**config.mk**
```make
export PLATFORM = sky130hd
export DESIGN_NAME = button_event
export DESIGN_NICKNAME = d
export VERILOG_FILES = /design/src/rtl/button_event.sv
export SDC_FILE = /design/constraint.sdc
export NUM_CORES = 1
export LEC_CHECK = 0
export ABC_AREA = 1
export BUFFER_PORTS_ARGS = -buffer_cell sky130_fd_sc_hd__buf_2
export CAP_MARGIN = 20
export CORE_MARGIN = 10
export CORE_UTILIZATION = 45
export DETAILED_ROUTE_END_ITERATION = 16
export PLACE_DENSITY_LB_ADDON = 0.05
export SLEW_MARGIN = 30
export SYNTH_ARGS = -nofsm -noshare
export SYNTH_HDL_FRONTEND = slang
export SYNTH_SLANG_ARGS = --single-unit
```
**constraint.sdc**
```tcl
create_clock -name clk -period 4.7 [get_ports clk]
set_clock_uncertainty 0.2 [all_clocks]
set_input_delay 0.47 -clock clk [delete_from_list [all_inputs] [get_ports clk]]
set_output_delay 0.47 -clock clk [all_outputs]
set_load 0.02 [all_outputs]
```
**src/rtl/button_event.sv**
```systemverilog
// Turns a debounced button level into single-cycle press / release / long-press /
// auto-repeat events plus a registered held level. Ignores the input while it is settling.
module button_event #(
  parameter int LONG_COUNT   = 50_000_000,
  parameter int REPEAT_COUNT = 10_000_000,
  parameter bit ACTIVE_LOW   = 1'b1
) (
  input  logic clk,
  input  logic rst,
  input  logic flag,
  input  logic floating,
  output logic press,
  output logic release_evt,
  output logic long_evt,
  output logic repeat_evt,
  output logic held
);

  localparam int HW = (LONG_COUNT > 2) ? $clog2(LONG_COUNT) : 1;
  localparam int RW = (REPEAT_COUNT > 1) ? $clog2(REPEAT_COUNT + 1) : 1;
  localparam logic [HW-1:0] HOLD_LAST = HW'(LONG_COUNT - 1);
  localparam logic [RW-1:0] REP_LAST  = RW'(REPEAT_COUNT - 1);

  typedef enum logic [1:0] {
    IDLE    = 2'd0,
    PRESSED = 2'd1,
    REPEAT  = 2'd2
  } state_t;

  state_t          state, state_n;
  logic [HW-1:0]   hold_cnt, hold_n;
  logic [RW-1:0]   rep_cnt, rep_n;
  logic            press_n, release_n, long_n, repeat_n, held_n;
  logic            pressed_lvl;

  assign pressed_lvl = ACTIVE_LOW ? ~flag : flag;

  always_comb begin
    state_n   = state;
    hold_n    = hold_cnt;
    rep_n     = rep_cnt;
    press_n   = 1'b0;
    release_n = 1'b0;
    long_n    = 1'b0;
    repeat_n  = 1'b0;
    case (state)
      IDLE: begin
        if (!floating && pressed_lvl) begin
          press_n = 1'b1;
          hold_n  = '0;
          state_n = PRESSED;
        end
      end
      PRESSED: begin
        if (!floating) begin
          if (!pressed_lvl) begin
            release_n = 1'b1;
            state_n   = IDLE;
          end else if (hold_cnt == HOLD_LAST) begin
            long_n  = 1'b1;
            rep_n   = '0;
            state_n = REPEAT;
          end else begin
            hold_n = hold_cnt + HW'(1);
          end
        end
      end
      REPEAT: begin
        if (!floating) begin
          if (!pressed_lvl) begin
            release_n = 1'b1;
            state_n   = IDLE;
          end else if (rep_cnt == REP_LAST) begin
            repeat_n = 1'b1;
            rep_n    = '0;
          end else begin
            rep_n = rep_cnt + RW'(1);
          end
        end
      end
      // illegal encoding: fall back to IDLE regardless of input stability
      default: state_n = IDLE;
    endcase
    held_n = (state_n == PRESSED) || (state_n == REPEAT);
  end

  always_ff @(posedge clk or negedge rst) begin
    if (!rst) begin
      state       <= IDLE;
      hold_cnt    <= '0;
      rep_cnt     <= '0;
      press       <= 1'b0;
      release_evt <= 1'b0;
      long_evt    <= 1'b0;
      repeat_evt  <= 1'b0;
      held        <= 1'b0;
    end else begin
      state       <= state_n;
      hold_cnt    <= hold_n;
      rep_cnt     <= rep_n;
      press       <= press_n;
      release_evt <= release_n;
      long_evt    <= long_n;
      repeat_evt  <= repeat_n;
      held        <= held_n;
    end
  end

endmodule

```
==> out/metrics.cfg <==
[status]
outcome=finished, final reports clean

[grt]
track_usage=0.166
grt-ovfl-total=0
grt_pass1_vias=3509
grt_antenna_before_repair=0
grt_pass1_wl_mm=17.7
grt_max_degree=58

[setup_path]
rr_worst_depth=8
cp-startpoint=state[1]$_DFF_PN0_
cp_max_fo=42
cp-endpoint=hold_cnt[6]$_DFFE_PN0P_
critical_path_class=reg2reg
end_kind=flop
r2r_setup_slack_ns=2.03
r2r_start=state[1]$_DFF_PN0_
cp-start-kind=flop
r2r-end=hold_cnt[6]$_DFFE_PN0P_
cp.arrival_ns=2.69
crit_required_ns=4.72

[clock_network]
path_clk_slew_ns=0.08
clock_path_buffers=2
hold_buffers=0
clk_latency_ns=0.35
cts_root_buffer=clkbuf_8
cts_made_buffers=9
cts_setup_buffers=0
cts.sinks=57
htreeDepth=3
cts_tree=yes
cts_resized=0

[floorplan]
io_pins=9
initial_core_util=0.458
die-width_um=114
die-area_um2=12900
die_h_um=114
rows=34
core_um2=8640

[logic_synthesis]
synthTopCellsByCount=nand2_1, nor2_1, inv_1
synth_ff_type=dfrtp_1
yosys.area.top_type_share=0.361
yosysMostFrequentCell=nand2_1
synthCells=580
synthTopCellsByArea=dfrtp_1, nand2_1, nor2_1
async_flop_share=1.00
avgSynthCellArea_um2=6.82
yosys.area.top_type=dfrtp_1
syn_area_um2=3960
ys_ff_latch=57
synthesis.nets=590
synth_cell_types=38
yosysWarnings=0
ys_seq_area_frac=0.361
synth-edff-count=0

[timing]
tightest_slew_ns=0.743
slew_viol_final=0
slew_headroom=0.504
fin_crit_ns=2.67
tns_ns=0
max_freq_mhz=374
fin_crit_sh=0.568
setup_viol=0
grt_setup_unrepaired=no
hold_viol_final=0
setup_slack_ns=2.03

[detailed_routing]
via_count=3711
drtPass1Iterations=5
viasPerCell=5.31
drtAntennaViolNets=0
routed_wl_mm=10.3
wl_per_cell_um=14.7
drtIter0Drc=255
drc=0

[cells_and_area]
diodes=0
fillCellCount=900
area_delta_synth_final_pct=8.13
fin_util=0.495
layout-drive-gt1-share=0.0981
nets=596

[power]
powerDensity_nw_per_um2=284
ir_drop_uv=182
p_total_mw=1.22
leakage_nw=1.86

[placement]
post-place-ws_ns=1.98
gp_congestion=0.935
port_buffers=8
hpwl_mm=7.36

[min_path]
worstHoldPathType=in2async

[flow_run]
drv_cap=0

-- stage by stage --
stage	instances	hold WS [ns]	area (µm²)
final	699	0.0706	4280
after global placement	683	0.307	4050
after global routing	699	0.132	4280
after detailed placement	683	0.313	4050
after CTS	699	0.0932	4280
after floorplan	580	-0.0256	3960
-- cell families after synthesis --
kind of cell | after synthesis | share of synthesized area
buffers and inverters | 85 | 0.0917
flip-flops | 57 | 0.361
XOR/XNOR | 17 | 0.0376
AO/OA/AOI/OAI | 52 | 0.0762
AND/OR/NAND/NOR | 363 | 0.415
adder cells (fa/ha/maj) | 6 | 0.0190
-- critical path, cell delays in order (launching register included) --
cell	delay, ns
dfrtp_1	0.42
inv_1	0.09
ha_1	0.14
buf_4	0.26
inv_1	0.25
a21oi_1	0.30
nand2_2	0.45
inv_2	0.32
o21ai_0	0.11
-- final cells by class --
class                   count  area [µm²]  area share
repair buffers             10        55.1      0.0129
multi-input cells         438        2170       0.507
well taps                 108         135      0.0316
clock inverters             7         103      0.0240
flip-flops and latches     57        1430       0.333
clock buffers               9         124      0.0290
inverters                  70         265      0.0620
-- worst min-delay path by stage --
| stage | slack (ns) | endpoint |
|---|---|---|
| 6_report | 0.07 | hold_cnt[2]$_DFFE_PN0P_ |
| 2_1_floorplan | -0.03 | held$_DFF_PN0_ |
| 4_1_cts | 0.09 | hold_cnt[2]$_DFFE_PN0P_ |
| 5_1_grt | 0.13 | hold_cnt[2]$_DFFE_PN0P_ |
| 3_5_place_dp | 0.31 | rep_cnt[1]$_DFFE_PN0P_ |
| 3_3_place_gp | 0.31 | rep_cnt[1]$_DFFE_PN0P_ |
-- placed cells by master (no fill, tap or decap), types with 2 or more instances in the layout --
cell       instances
nand2_1          170
nor2_1            77
inv_1             67
dfrtp_1           57
nand3_1           50
o21ai_0           31
nand4_1           30
xor2_1            16
nor3_1            10
clkbuf_8           9
buf_2              8
o21ai_2            7
o21ai_1            5
ha_1               5
nor2_2             4
a21oi_1            4
nand2_2            3
nor2_4             3
nor4_1             3
or2_2              3
nand3_4            2
inv_2              2
nand3_2            2
clkinv_4           2
bufinv_16          2
inv_6              2
buf_4              2
-- power breakdown --
group / internal [mW] / total (mW) / leakage, nW / switching [mW]
combinational: 0.0382 / 0.157 / 1.02 / 0.119
sequential: 0.509 / 0.527 / 0.729 / 0.0176
clock: 0.304 / 0.533 / 0.110 / 0.229
total: 0.851 / 1.22 / 1.86 / 0.366
-- layer usage --
metal / vias to the layer above / share of wire / track usage
li1: 1883 / - / -
met1: 1701 / 0.52 / 0.250
met2: 120 / 0.40 / 0.226
met3: 7 / 0.067 / 0.0446
met4: 0 / 0.0068 / 0.0440
met5: - / 0 / 0
-- state kept, by name, summed over array words and instances, names as in the netlist --
register	cells
state	2
long_evt	1
release_evt	1
rep_cnt	24
hold_cnt	26
press	1
held	1
repeat_evt	1
Power figures use the tool's default switching activity.
